## src/rtl/butterfly_pipe.sv

```systemverilog
`timescale 1ns/1ps
`default_nettype none
// ============================================================================
//  Module   : butterfly_pipe
//  Purpose  : Radix-2 complex butterfly, out0 = A + B*W, out1 = A - B*W,
//             3-stage pipeline with valid/ready flow control, optional
//             divide-by-2 output scaling, per-component saturation and a
//             sticky saturation flag.
//  Ports    : clk, rst_n (async, active low)
//             in_valid / in_ready      : input handshake
//             a_in, b_in, w_in         : packed complex {re, im} operands
//             out_valid / out_ready    : output handshake
//             out0, out1               : packed complex {re, im} results
//             sat / sat_clr            : sticky clip flag and its clear
//  Revision : 1.0 - initial release
// ============================================================================
module butterfly_pipe #(
    parameter int WIDTH = 32,
    parameter int FRAC  = WIDTH / 2 - 1,
    parameter int SCALE = 0
) (
    input  logic             clk,
    input  logic             rst_n,
    input  logic             in_valid,
    output logic             in_ready,
    input  logic [WIDTH-1:0] a_in,
    input  logic [WIDTH-1:0] b_in,
    input  logic [WIDTH-1:0] w_in,
    output logic             out_valid,
    input  logic             out_ready,
    output logic [WIDTH-1:0] out0,
    output logic [WIDTH-1:0] out1,
    output logic             sat,
    input  logic             sat_clr
);

    localparam int HALF = WIDTH / 2;
    localparam int PW   = 2 * HALF;   // full-precision product
    localparam int TW   = PW + 1;     // sum of two products
    localparam int RW   = HALF + 2;   // rounded twiddle product T
    localparam int SW   = HALF + 3;   // A +/- T
    localparam logic [TW-1:0] RND_T = TW'(1) << (FRAC - 1);

    // Single advance enable for the whole pipe: everything moves or holds.
    logic w_en;
    assign w_en     = !out_valid || out_ready;
    assign in_ready = w_en;

    // ------------------------------------------------------------------
    // Stage 1: four partial products, operands sign-extended to PW bits
    // ------------------------------------------------------------------
    logic signed [PW-1:0] w_br_x, w_bi_x, w_wr_x, w_wi_x;
    assign w_br_x = {{HALF{b_in[WIDTH-1]}}, b_in[WIDTH-1:HALF]};
    assign w_bi_x = {{HALF{b_in[HALF-1]}},  b_in[HALF-1:0]};
    assign w_wr_x = {{HALF{w_in[WIDTH-1]}}, w_in[WIDTH-1:HALF]};
    assign w_wi_x = {{HALF{w_in[HALF-1]}},  w_in[HALF-1:0]};

    logic [PW-1:0]    r_p_rr, r_p_ii, r_p_ri, r_p_ir;
    logic [WIDTH-1:0] r_a1, r_a2;
    logic [RW-1:0]    r_tr, r_ti;
    logic             r_v1, r_v2;

    // ------------------------------------------------------------------
    // Stage 2: T = B*W, rounded half toward +inf and truncated to RW bits.
    // With FRAC <= HALF-1 the RW-bit field above FRAC always lies inside
    // the TW-bit sum, so a plain slice equals the arithmetic shift.
    // ------------------------------------------------------------------
    logic [TW-1:0] w_sr, w_si, w_rr, w_ri;
    assign w_sr = {r_p_rr[PW-1], r_p_rr} - {r_p_ii[PW-1], r_p_ii};
    assign w_si = {r_p_ri[PW-1], r_p_ri} + {r_p_ir[PW-1], r_p_ir};
    assign w_rr = w_sr + RND_T;
    assign w_ri = w_si + RND_T;

    // Fraction bits discarded by the rounding are intentionally dropped.
    logic w_unused;
    assign w_unused = ^{w_rr, w_ri};

    // ------------------------------------------------------------------
    // Stage 3: one output component. Returns {clip, value}.
    // ------------------------------------------------------------------
    function automatic logic [HALF:0] lane(input logic [HALF-1:0] a,
                                           input logic [RW-1:0]   t,
                                           input logic            sub);
        logic signed [SW-1:0] ae, te, s, s1, s2;
        logic                 clip;
        ae = {{3{a[HALF-1]}}, a};
        te = {t[RW-1], t};
        s  = sub ? (ae - te) : (ae + te);
        s1 = s + SW'(1);
        s2 = s1 >>> 1;
        if (SCALE != 0) begin
            s = s2;
        end
        // In range only when all bits from HALF-1 upward agree.
        clip = !((&s[SW-1:HALF-1]) || !(|s[SW-1:HALF-1]));
        if (clip) begin
            lane = {1'b1, s[SW-1], {(HALF-1){~s[SW-1]}}};
        end else begin
            lane = {1'b0, s[HALF-1:0]};
        end
    endfunction

    logic [HALF:0] w_l0r, w_l0i, w_l1r, w_l1i;
    logic          w_clip;
    assign w_l0r  = lane(r_a2[WIDTH-1:HALF], r_tr, 1'b0);
    assign w_l0i  = lane(r_a2[HALF-1:0],     r_ti, 1'b0);
    assign w_l1r  = lane(r_a2[WIDTH-1:HALF], r_tr, 1'b1);
    assign w_l1i  = lane(r_a2[HALF-1:0],     r_ti, 1'b1);
    assign w_clip = w_l0r[HALF] | w_l0i[HALF] | w_l1r[HALF] | w_l1i[HALF];

    // Data path registers: no reset, only meaningful alongside their valid.
    always_ff @(posedge clk) begin
        if (w_en) begin
            r_p_rr <= w_br_x * w_wr_x;
            r_p_ii <= w_bi_x * w_wi_x;
            r_p_ri <= w_br_x * w_wi_x;
            r_p_ir <= w_bi_x * w_wr_x;
            r_a1   <= a_in;
            r_tr   <= w_rr[FRAC+RW-1:FRAC];
            r_ti   <= w_ri[FRAC+RW-1:FRAC];
            r_a2   <= r_a1;
        end
    end

    // Control, outputs and sticky flag.
    always_ff @(posedge clk or negedge rst_n) begin
        if (!rst_n) begin
            r_v1      <= 1'b0;
            r_v2      <= 1'b0;
            out_valid <= 1'b0;
            out0      <= '0;
            out1      <= '0;
            sat       <= 1'b0;
        end else begin
            if (w_en) begin
                r_v1      <= in_valid;
                r_v2      <= r_v1;
                out_valid <= r_v2;
                // Outputs only load real data, so they stay put across bubbles.
                if (r_v2) begin
                    out0 <= {w_l0r[HALF-1:0], w_l0i[HALF-1:0]};
                    out1 <= {w_l1r[HALF-1:0], w_l1i[HALF-1:0]};
                end
            end
            // A clip landing this cycle beats a simultaneous clear.
            if (w_en && r_v2 && w_clip) begin
                sat <= 1'b1;
            end else if (sat_clr) begin
                sat <= 1'b0;
            end
        end
    end

endmodule
`default_nettype wire

```

## config.mk

```make
export PLATFORM = sky130hd
export DESIGN_NAME = butterfly_pipe
export DESIGN_NICKNAME = d
export VERILOG_FILES = /design/src/rtl/butterfly_pipe.sv
export SDC_FILE = /design/constraint.sdc
export NUM_CORES = 2
export LEC_CHECK = 0
export CELL_PAD_IN_SITES_DETAIL_PLACEMENT = 2
export CELL_PAD_IN_SITES_GLOBAL_PLACEMENT = 2
export CORE_MARGIN = 2
export CORE_UTILIZATION = 44
export CTS_BUF_LIST = sky130_fd_sc_hd__clkbuf_4 sky130_fd_sc_hd__clkbuf_8 sky130_fd_sc_hd__clkbuf_16
export DETAILED_ROUTE_END_ITERATION = 7
export DONT_BUFFER_PORTS = 1
export PLACE_DENSITY_LB_ADDON = 0.1
export SLEW_MARGIN = 20
export SYNTH_ARGS = -nofsm -noshare
export SYNTH_HDL_FRONTEND = slang
export SYNTH_SLANG_ARGS = --single-unit
```

## constraint.sdc

```tcl
create_clock -name clk -period 10.15 [get_ports clk]
set_input_delay 1.015 -clock clk [delete_from_list [all_inputs] [get_ports clk]]
set_output_delay 1.015 -clock clk [all_outputs]
set_load 0.03 [all_outputs]
```

==> run metrics <==
drt total wl between 150 and 200 mm; Top Ports about 170; RSZ-0062 raised after global routing no; register area share after synthesis between 10% and 20%; critical-path cell list clkinv_1 -> buf_4 -> nor2_1 -> fa_1 -> fa_1 -> fa_1 -> fa_1 -> fa_1 -> inv_1 -> fa_1 -> inv_1 -> ha_1 -> nand4_1 -> nor3_1 -> o31a_1 -> a2111oi_0 -> o221ai_1 -> a221oi_1 -> a21oi_1 -> xor2_1; worst slew pin tran 1150 ps; all-layer global routing usage roughly 28%; period utilization 69.6%; PostCTS Resize Cnt 0; most frequent CP cell fa_1; max cap viols 0; TNS Setup 0 ps; cell family with most CP delay adder cells; clock skew approximately 22 ps; synth unique cells 80; Seq cells post-synth roughly 300; DRC Markers 0; DIE WIDTH 359 um; Final ANT Viol Nets 0; Mean Syn Cell Area just under 10 um^2; crit end category flip-flop; # fillers ~13000; slowest stage delay, CP about 620 ps; clock-pin slew of the registers on the worst-case setup and hold paths about 60 ps; DR WL/cell around 24 um; Finished Core Util a little under half; gr ovfl total 0; CTS tree built; Final nets 7262; full die area approximately 130000 um^2; starting density of the core between 40% and 50%; Slowest-stage cell, CP a2111oi_0; fmax 0.141 GHz; DP HPWL between 100 and 150 mm; Syn Nets 7444; detailed-route via count roughly 39000; Core Footprint 125000 um^2; Hold Vio Cnt, Final 0; CP required 10510 ps; Root Buffer Master clkbuf_16; Ys Warns 0; area grow syn2layout 4.63%; initial antenna violation count 13; most frequent cells in the layout inv_1 (1290), fa_1 (1052), nand2_1 (603); outcome complete, no violations; fin. max-slew vios 0; cell area after synthesis roughly 56000 um^2; Die Ht 359 um; Worst Path Arrival 7430 ps; CTS Sinks 296; commonest non-fill, non-tap cell in the layout inv_1; cts hold-fix bufs 0; type of origin of the critical path input pin; crit-path max FO 18; CTS H-tree lvls 2; routability cong. 0.825; Pre-antenna DRT Iters 5; Syn Inst Count roughly 5800; final setup fails 0; slew margin rel. 22.6%; largest net degree at the start of global routing a little under 70; Tightest Hold Check Type in -> async; clk_lat worst skew a little over 600 ps; layout cell share with drive strength beyond 1 2.35%; vias in the first global route between 40000 and 50000; # rows 130; cts bufs inserted 40; Primary FF master, synth edfxtp_1; Async S/R FF share, synth a little under a quarter; DR iter-0 viols between 1500 and 2000; Bufs on Longest Clock Path 3; fin crit period 7070 ps; critical path type in -> reg; Via density about 5.4; post-CTS setup buffer count 0; Port Buf Inserts 0; first-pass GRT wire length 277 mm; Buf+Inv Stages, Crit Path 4; EDFF count, synth 228
## flip-flops by register name, indices dropped and copies added (netlist names)
name and count:
r_p_rr 32, r_p_ir 32, r_p_ri 32, out0 32
out1 32, r_a2 32, r_tr 18, r_v2 1
sat 1, r_p_ii 32, r_a1 32, r_ti 18
r_v1 1, out_valid 1
## metal layers
metal  GRT usage, %  vias to the layer above  share of wire [%]
met2           50.3                      678                 52
met1           35.4                    21200                 41
met4           7.57                        0                3.0
met3           3.18                      200                3.8
li1               -                    17300                  -
met5              0                        -                  0
## cells in the mapped netlist, types with 13 or more instances
| library cell | number | share of area, % |
|---|---|---|
| ha_1 | 522 | 12 |
| buf_2 | 15 | 0.14 |
| inv_1 | 1290 | 8.7 |
| nor3_2 | 13 | 0.23 |
| a21oi_1 | 171 | 1.5 |
| and2_1 | 493 | 5.6 |
| o211ai_1 | 19 | 0.26 |
| o21ai_0 | 79 | 0.71 |
| o21a_1 | 34 | 0.46 |
| or3_1 | 20 | 0.23 |
| a221o_1 | 16 | 0.29 |
| o21bai_1 | 27 | 0.37 |
| clkbuf_1 | 211 | 1.4 |
| dfrtp_1 | 68 | 3.1 |
| nor3_1 | 57 | 0.51 |
| and3_1 | 22 | 0.25 |
| edfxtp_1 | 228 | 12 |
| fa_1 | 1052 | 38 |
| nand2b_1 | 49 | 0.55 |
| nor2_1 | 209 | 1.4 |
| xor2_1 | 40 | 0.63 |
| a21o_1 | 59 | 0.80 |
| nand3_1 | 57 | 0.51 |
| nor2b_1 | 24 | 0.27 |
| xnor2_1 | 180 | 2.8 |
| a211oi_1 | 25 | 0.34 |
| nand2_1 | 604 | 4.1 |
## path summary, 6_finish.rpt
kind | start | to | slack, ps | depth (start not counted)
setup / recovery | w_in[15] | r_p_ri[30] | 3080 | 20
hold / removal | rst_n | out0[28] | 100 | 0
setup reg to reg | r_p_rr[18] | r_tr[16] | 5190 | 11
hold reg to reg | r_a1[13] | r_a2[13] | 420 | 0
max in group asynchronous | rst_n | out1[10] | 9900 | 0
min in group clk | r_a1[13] | r_a2[13] | 420 | 0
## kinds of logic after synthesis
family / share of synthesized area [%]
mux: 0.131
buf+inv: 10.4
xor+xnor: 3.47
simple gates: 14.3
flops: 15.4
fa+ha+maj: 49.7
compound gates: 6.55
## per-stage QoR
| stage | hold WS [ps] | setup slack, ps | instance area (um^2) | std cells |
|---|---|---|---|---|
| 2_1_floorplan | 400 | 1610 | 55500 | 5769 |
| 3_3_place_gp | 402 | 2570 | 56800 | 7195 |
| 3_5_place_dp | 409 | 2410 | 56800 | 7195 |
| 4_1_cts | 70.0 | 3070 | 58100 | 7268 |
| 5_1_grt | 80.5 | 2660 | 58100 | 7271 |
| 6_report | 105 | 3080 | 58100 | 7272 |
## final cells by class
type / count / area (um^2) / area share [%]
multi-input combinational: 3943 / 41200 / 70.9
sequential: 296 / 8550 / 14.7
inverter: 1291 / 4850 / 8.34
tap: 1650 / 2060 / 3.55
clock buffer: 53 / 1150 / 1.99
clock inverter: 20 / 155 / 0.267
timing repair buffer: 15 / 113 / 0.194
antenna: 4 / 10.0 / 0.0172
Power is not shown: default switching activity piles up to over one toggle a cycle in this logic, so the estimate is an artifact.
